**src/rtl/regfile_dump_reader.sv**
```systemverilog
`default_nettype none
// ============================================================================
//  Module      : regfile_dump_reader
//  Description : Read-side dump engine for a register file. When it accepts a
//                start pulse, it walks an inclusive address range through one
//                combinational regfile read port. Each register is streamed
//                out as a valid/ready beat carrying {addr, data, last}.
//  Revision    : 1.0 - initial release
// ----------------------------------------------------------------------------
//  Ports
//    clk        in   clock; all state updates on the rising edge
//    rst        in   asynchronous active-high reset
//    start      in   1-cycle dump request; ignored while busy or with abort
//    abort      in   cancel any dump in progress; wins over start
//    lo_addr    in   first address, sampled on an accepted start
//    hi_addr    in   last address, sampled on an accepted start
//    rd_addr    out  registered address to the regfile read port
//    rd_data    in   regfile read data for rd_addr, same cycle
//    out_valid  out  beat available
//    out_ready  in   sink accepts the beat when out_valid & out_ready
//    out_addr   out  register index of the beat
//    out_data   out  register contents of the beat
//    out_last   out  beat is the final address of the range
//    busy       out  dump in progress (RUN or DRAIN)
//    done       out  1-cycle pulse after the last beat handshake
// ============================================================================
module regfile_dump_reader #(
    parameter int B = 32,
    parameter int W = 5
) (
    input  logic         clk,
    input  logic         rst,
    input  logic         start,
    input  logic         abort,
    input  logic [W-1:0] lo_addr,
    input  logic [W-1:0] hi_addr,
    output logic [W-1:0] rd_addr,
    input  logic [B-1:0] rd_data,
    output logic         out_valid,
    input  logic         out_ready,
    output logic [W-1:0] out_addr,
    output logic [B-1:0] out_data,
    output logic         out_last,
    output logic         busy,
    output logic         done
);

    typedef enum logic [1:0] {
        S_IDLE  = 2'd0,
        S_RUN   = 2'd1,
        S_DRAIN = 2'd2
    } state_t;

    state_t         state_q,     state_d;
    logic [W-1:0]   rd_addr_q,   rd_addr_d;
    logic [W-1:0]   end_addr_q,  end_addr_d;
    logic           out_valid_q, out_valid_d;
    logic [W-1:0]   out_addr_q,  out_addr_d;
    logic [B-1:0]   out_data_q,  out_data_d;
    logic           out_last_q,  out_last_d;
    logic           done_q,      done_d;

    // The one-entry beat slot can accept a new capture when it is empty, or
    // when the sink consumes the current beat on this same edge.
    logic slot_free;
    logic at_end;

    assign slot_free = !out_valid_q || out_ready;
    assign at_end    = (rd_addr_q == end_addr_q);

    always_comb begin
        state_d     = state_q;
        rd_addr_d   = rd_addr_q;
        end_addr_d  = end_addr_q;
        out_valid_d = out_valid_q;
        out_addr_d  = out_addr_q;
        out_data_d  = out_data_q;
        out_last_d  = out_last_q;
        done_d      = 1'b0;

        if (abort) begin
            // Any pending beat is dropped, and no done pulse is produced.
            state_d     = S_IDLE;
            rd_addr_d   = '0;
            out_valid_d = 1'b0;
            out_last_d  = 1'b0;
        end else begin
            case (state_q)
                S_IDLE: begin
                    if (start) begin
                        state_d    = S_RUN;
                        rd_addr_d  = lo_addr;
                        end_addr_d = hi_addr;
                    end
                end
                S_RUN: begin
                    if (slot_free) begin
                        out_valid_d = 1'b1;
                        out_addr_d  = rd_addr_q;
                        out_data_d  = rd_data;
                        out_last_d  = at_end;
                        if (at_end) begin
                            state_d = S_DRAIN;
                        end else begin
                            // Wraps modulo 2**W so that hi < lo ranges pass through 0.
                            rd_addr_d = rd_addr_q + W'(1);
                        end
                    end
                end
                S_DRAIN: begin
                    if (out_valid_q && out_ready) begin
                        state_d     = S_IDLE;
                        out_valid_d = 1'b0;
                        out_last_d  = 1'b0;
                        done_d      = 1'b1;
                    end
                end
                default: begin
                    state_d     = S_IDLE;
                    out_valid_d = 1'b0;
                    out_last_d  = 1'b0;
                end
            endcase
        end
    end

    always_ff @(posedge clk or posedge rst) begin
        if (rst) begin
            state_q     <= S_IDLE;
            rd_addr_q   <= '0;
            end_addr_q  <= '0;
            out_valid_q <= 1'b0;
            out_addr_q  <= '0;
            out_data_q  <= '0;
            out_last_q  <= 1'b0;
            done_q      <= 1'b0;
        end else begin
            state_q     <= state_d;
            rd_addr_q   <= rd_addr_d;
            end_addr_q  <= end_addr_d;
            out_valid_q <= out_valid_d;
            out_addr_q  <= out_addr_d;
            out_data_q  <= out_data_d;
            out_last_q  <= out_last_d;
            done_q      <= done_d;
        end
    end

    assign rd_addr   = rd_addr_q;
    assign out_valid = out_valid_q;
    assign out_addr  = out_addr_q;
    assign out_data  = out_data_q;
    assign out_last  = out_last_q;
    // done is asserted only in the cycle after the machine has returned to IDLE,
    // so it can never overlap busy.
    assign busy      = (state_q != S_IDLE);
    assign done      = done_q;

endmodule
`default_nettype wire

```
**config.mk**
```make
export PLATFORM = sky130hd
export DESIGN_NAME = regfile_dump_reader
export DESIGN_NICKNAME = d
export VERILOG_FILES = /design/src/rtl/regfile_dump_reader.sv
export SDC_FILE = /design/constraint.sdc
export NUM_CORES = 1
export LEC_CHECK = 0
export CAP_MARGIN = 20
export CORE_MARGIN = 10
export CORE_UTILIZATION = 42
export DETAILED_ROUTE_END_ITERATION = 7
export PLACE_DENSITY_LB_ADDON = 0.2
export SLEW_MARGIN = 15
export SYNTH_ARGS = -nofsm -noshare
export SYNTH_HDL_FRONTEND = slang
export SYNTH_SLANG_ARGS = --single-unit
```
**constraint.sdc**
```tcl
create_clock -name clk -period 2 [get_ports clk]
set_input_delay 0.2 -clock clk [delete_from_list [all_inputs] [get_ports clk]]
set_output_delay 0.2 -clock clk [all_outputs]
set_load 0.02 [all_outputs]
```
Word-level counts from Yosys, hierarchy flattened. Index checks and enable logic that the tools add are counted.

Register bits: 52. Input port bits: 47. Output and inout port bits: 46.

Add/subtract/negate cells: 1. Equal/unequal tests: 9. Multiplexer cells: 21. Bitwise logic cells: 1. Reductions and logical operators: 11.

Operator list (count): 2-to-1 mux 5 bit (4); inequality test 3 bit, second input constant (5); 2-to-1 mux 2 bit (5); one-hot mux 5 bit (2 select lines) (1); AND reduction 3 bit (3); 2-to-1 mux 1 bit (8); AND reduction 4 bit (2); one-hot mux 1 bit (3 select lines) (2); one-hot mux 2 bit (3 select lines) (1); adder 5 x 1 -> 5 bit, second input constant (1); equality test 5 bit (1); nonzero test 3 bit (1); equality test 2 x 1 -> 1 bit, second input constant (1); equality test 2 bit, second input constant (1); logical NOT 2 bit (1); inequality test 2 bit, second input constant (1); nonzero test 2 bit (1); logical AND 1 bit (1); logical NOT 1 bit (1); logical OR 1 bit (1); inverter 1 bit (1).

Logic depth before layout (Yosys ltp).
Depth after elaboration: 5. Mapped depth: 6. Mapped depth without buffers: 5.

Worst setup path after synthesis. OpenSTA, ideal clock, no wires.

Kind: register to register. From: reg rd_addr_q[2], in the netlist rd_addr[2]. To: reg rd_addr_q[0], in the netlist rd_addr[0]. Library setup time: 78 ps. Arrival: 1575 ps. Required time: 1922 ps. Slack: 348 ps. Stages on the path, launching flop included: 7. Buffers on the path: 1. Period minus slack after synthesis: 1652 ps. Path through: dfrtp_1 xor2_1 nor3_1 a211o_1 buf_6 a211o_1 a21oi_1.

Cells in the longest elaborated chain, start to end: 3.

RTL lines: start: declaration (line 55) `logic [W-1:0] rd_addr_q, rd_addr_d;`; start signal: assignment (line 139) `rd_addr_q <= rd_addr_d;`; equality test 5 bit (line 69) `assign at_end = (rd_addr_q == end_addr_q);`; inequality test 3 bit (no source line); AND reduction 4 bit (no source line).

Every way passes these cells. A chain may end at the register's enable or synchronous reset.

Worst setup path after layout.
From: reg state_q[0]. To: out busy.

Cells in the longest elaborated chain, start to end: 1.

RTL lines: start: declaration (line 54) `state_t state_q, state_d;`; start signal: assignment (line 138) `state_q <= state_d;`; nonzero test 2 bit (line 156) `assign busy = (state_q != S_IDLE);`; end: declaration (line 44) `output logic busy,`.

Every way passes these cells.

==> flow_metrics.tcl <==
set metrics [dict create \
    status "complete, no violations" \
    drc 0 \
    fin_area_mm2 0.003358 \
    p_total_w 0.005128 \
    final_antenna_net_count 0 \
    grt_pass1_vias 1675 \
    num_rows 26 \
    endpoint_kind "primary output" \
    clockRootBuffer "clkbuf_8" \
    maxCapViolCount 0 \
    vias_per_cell 4.830 \
    ctsHoldBuffers 0 \
    synthCells 166 \
    peakVddDrop_v 0.0008160 \
    final_util 0.6575 \
    layoutNonFillerInstCount 336 \
    nNetsFinal 313 \
    grt_setup_unrepaired "false" \
    path_cells "or2_2 > clkdlybuf4s50_1" \
    grt_use_total 0.1285 \
    drive_gt1_frac 0.2293 \
    worst_pin_slew_ns 0.4160 \
    synth_edf_count 0 \
    post_cts_buffers 0 \
    syn_area_mm2 0.002201 \
    synthTopCellsByArea "dfrtp_1 (59%), mux2_2 (23%), a21oi_1 (2.3%)" \
    via_count 1623 \
    critPathLaunchType "register" \
    syn_to_final_growth_pct 52.59 \
    antenna_found_initial 0 \
    core_area_mm2 0.005107 \
    period_needed_ns 1.830 \
    max_stage_delay_ns 0.54 \
    p_per_area_mw_per_mm2 1527 \
    drt_first_pass_iters 4 \
    ctsResizeCount 0 \
    dp_hpwl_mm 4.303 \
    antenna_cells 0 \
    placed_cells 328 \
    drtIter0Drc 86 \
    syn_nets 214 \
    cts_tree "yes" \
    cts_max_level 2 \
    worstSetupPathType "register to primary output" \
    fillCellCount 408 \
    totalWireLength_mm 5.469 \
    synthArstFlopShare 1.000 \
    setup_viol 0 \
    final.setup.tns_ns 0 \
    synthFlopType "dfrtp_1" \
    synth_seq_cells 52 \
    synth_area_leader_cell "dfrtp_1" \
    grt_start_max_net_pins 39 \
    crit_required_ns 1.80 \
    grt_pass1_wl_mm 8.811 \
    clock.fmax_mhz 546.5 \
    holdCritPathClass "primary input to async pin" \
    drv_slew 0 \
    cp_max_fo 8 \
    power_leakage_nw 1.426 \
    slew_headroom 0.7205 \
    io_buffers 92 \
    dieHeight_um 92.39 \
    start_util 0.4309 \
    dieArea_mm2 0.008536 \
    clock_skew_ns 0.008999 \
    clockBufferDepth 2 \
    place_area_mm2 0.003251 \
    arrival_ns 1.63 \
    io_pins 93 \
    cts_made_buffers 5 \
    cp_slowest_cell "clkdlybuf4s50_1" \
    fin_crit_sh 0.9149 \
    ys_warn_count 0 \
    ys_types 25 \
    wl_per_cell_um 16.28 \
    final_common_cell "clkdlybuf4s50_1" \
    final_cell_mix "clkdlybuf4s50_1 (92), dfrtp_1 (52), mux2_2 (44)" \
    fp.dieW_um 92.39 \
    final_hold_viol_count 0 \
    avgSynthCellArea_um2 13.26 \
    yosys.area.top_type_share 0.5912 \
    worstSkewPairLatency_ns 0.30 \
    place.gp.congestion 0.8029 \
    cts.sink_count 52 \
    ys_seq_area_frac 0.5912 \
    grt_overflow 0 \
    clkTransAtPathRegs_ns 0.09 \
]
metrics by stage:
step / hold slack [ns] / setup slack [ns]
finish: 0.2041 / 0.1701
global route: 0.2240 / 0.08702
CTS: 0.2141 / 0.1586
detailed placement: 0.4915 / 0.1092
global placement: 0.4849 / 0.1454
floorplan: 0.3486 / 0.3477
kinds of logic after synthesis:
| group | share of synthesized area |
|---|---|
| flip-flops | 0.5912 |
| multiplexers | 0.2297 |
| AND/OR/NAND/NOR | 0.07164 |
| AO/OA/AOI/OAI | 0.05686 |
| buffers and inverters | 0.02501 |
| XOR/XNOR | 0.01990 |
| adder cells (fa/ha/maj) | 0.005684 |
layer usage:
metal | track usage | share of wire | vias to the layer above
met5 | 0 | 0 | -
met2 | 0.2147 | 0.49 | 58
met3 | 0.05327 | 0.077 | 4
met1 | 0.1485 | 0.42 | 781
met4 | 0.03470 | 0.0075 | 0
li1 | - | - | 780
layout make-up:
cell class | instances | area (µm²) | area share
Sequential cell | 52 | 1301 | 0.3875
Timing Repair Buffer | 100 | 1006 | 0.2996
Clock inverter | 2 | 35.03 | 0.01043
Clock buffer | 6 | 72.57 | 0.02161
Tap cell | 70 | 87.58 | 0.02608
Multi-Input combinational cell | 103 | 844.6 | 0.2515
Inverter | 3 | 11.26 | 0.003353
state kept, by name, summed over array words and instances (netlist names):
| signal | flops |
|---|---|
| out_data | 32 |
| end_addr_q | 5 |
| out_addr | 5 |
| rd_addr | 5 |
| state_q | 2 |
| done | 1 |
| out_last | 1 |
| out_valid | 1 |
where the power goes:
group,switching [W],internal [W]
registers,0.000284,0.00152
logic,0.00123,0.00140
clock network,0.000323,0.000372
path summary, 6_finish.rpt:
path                        startpoint            end  slack (ns)  depth (start not counted)
max in group asynchronous          rst  end_addr_q[2]        1.28                          3
hold / removal                     rst   out_data[13]        0.20                          2
hold reg to reg            out_data[5]    out_data[5]        0.51                          1
min in group clk           rd_data[16]   out_data[16]        0.50                          2
setup / recovery            state_q[0]           busy        0.17                          2
setup reg to reg            rd_addr[1]     rd_addr[1]        0.26                          5
worst max-delay path, delay by kind of cell, from the launching register on:
kind,cells,cell delay [ns]
buffers and inverters,1,0.54
flip-flops,1,0.47
AND/OR/NAND/NOR,1,0.32
cell usage after synthesis (2+ instances only):
library cell and n:
nor2_1 7, mux2_2 44, o21ai_0 3, o32ai_1 2, a211o_1 2, clkbuf_1 2
inv_1 3, nor3_1 7, nand2_1 5, buf_2 5, a21oi_1 10, nand2b_1 5
xor2_1 5, nand3_1 4, dfrtp_1 52
(Power assumes the default switching activity.)
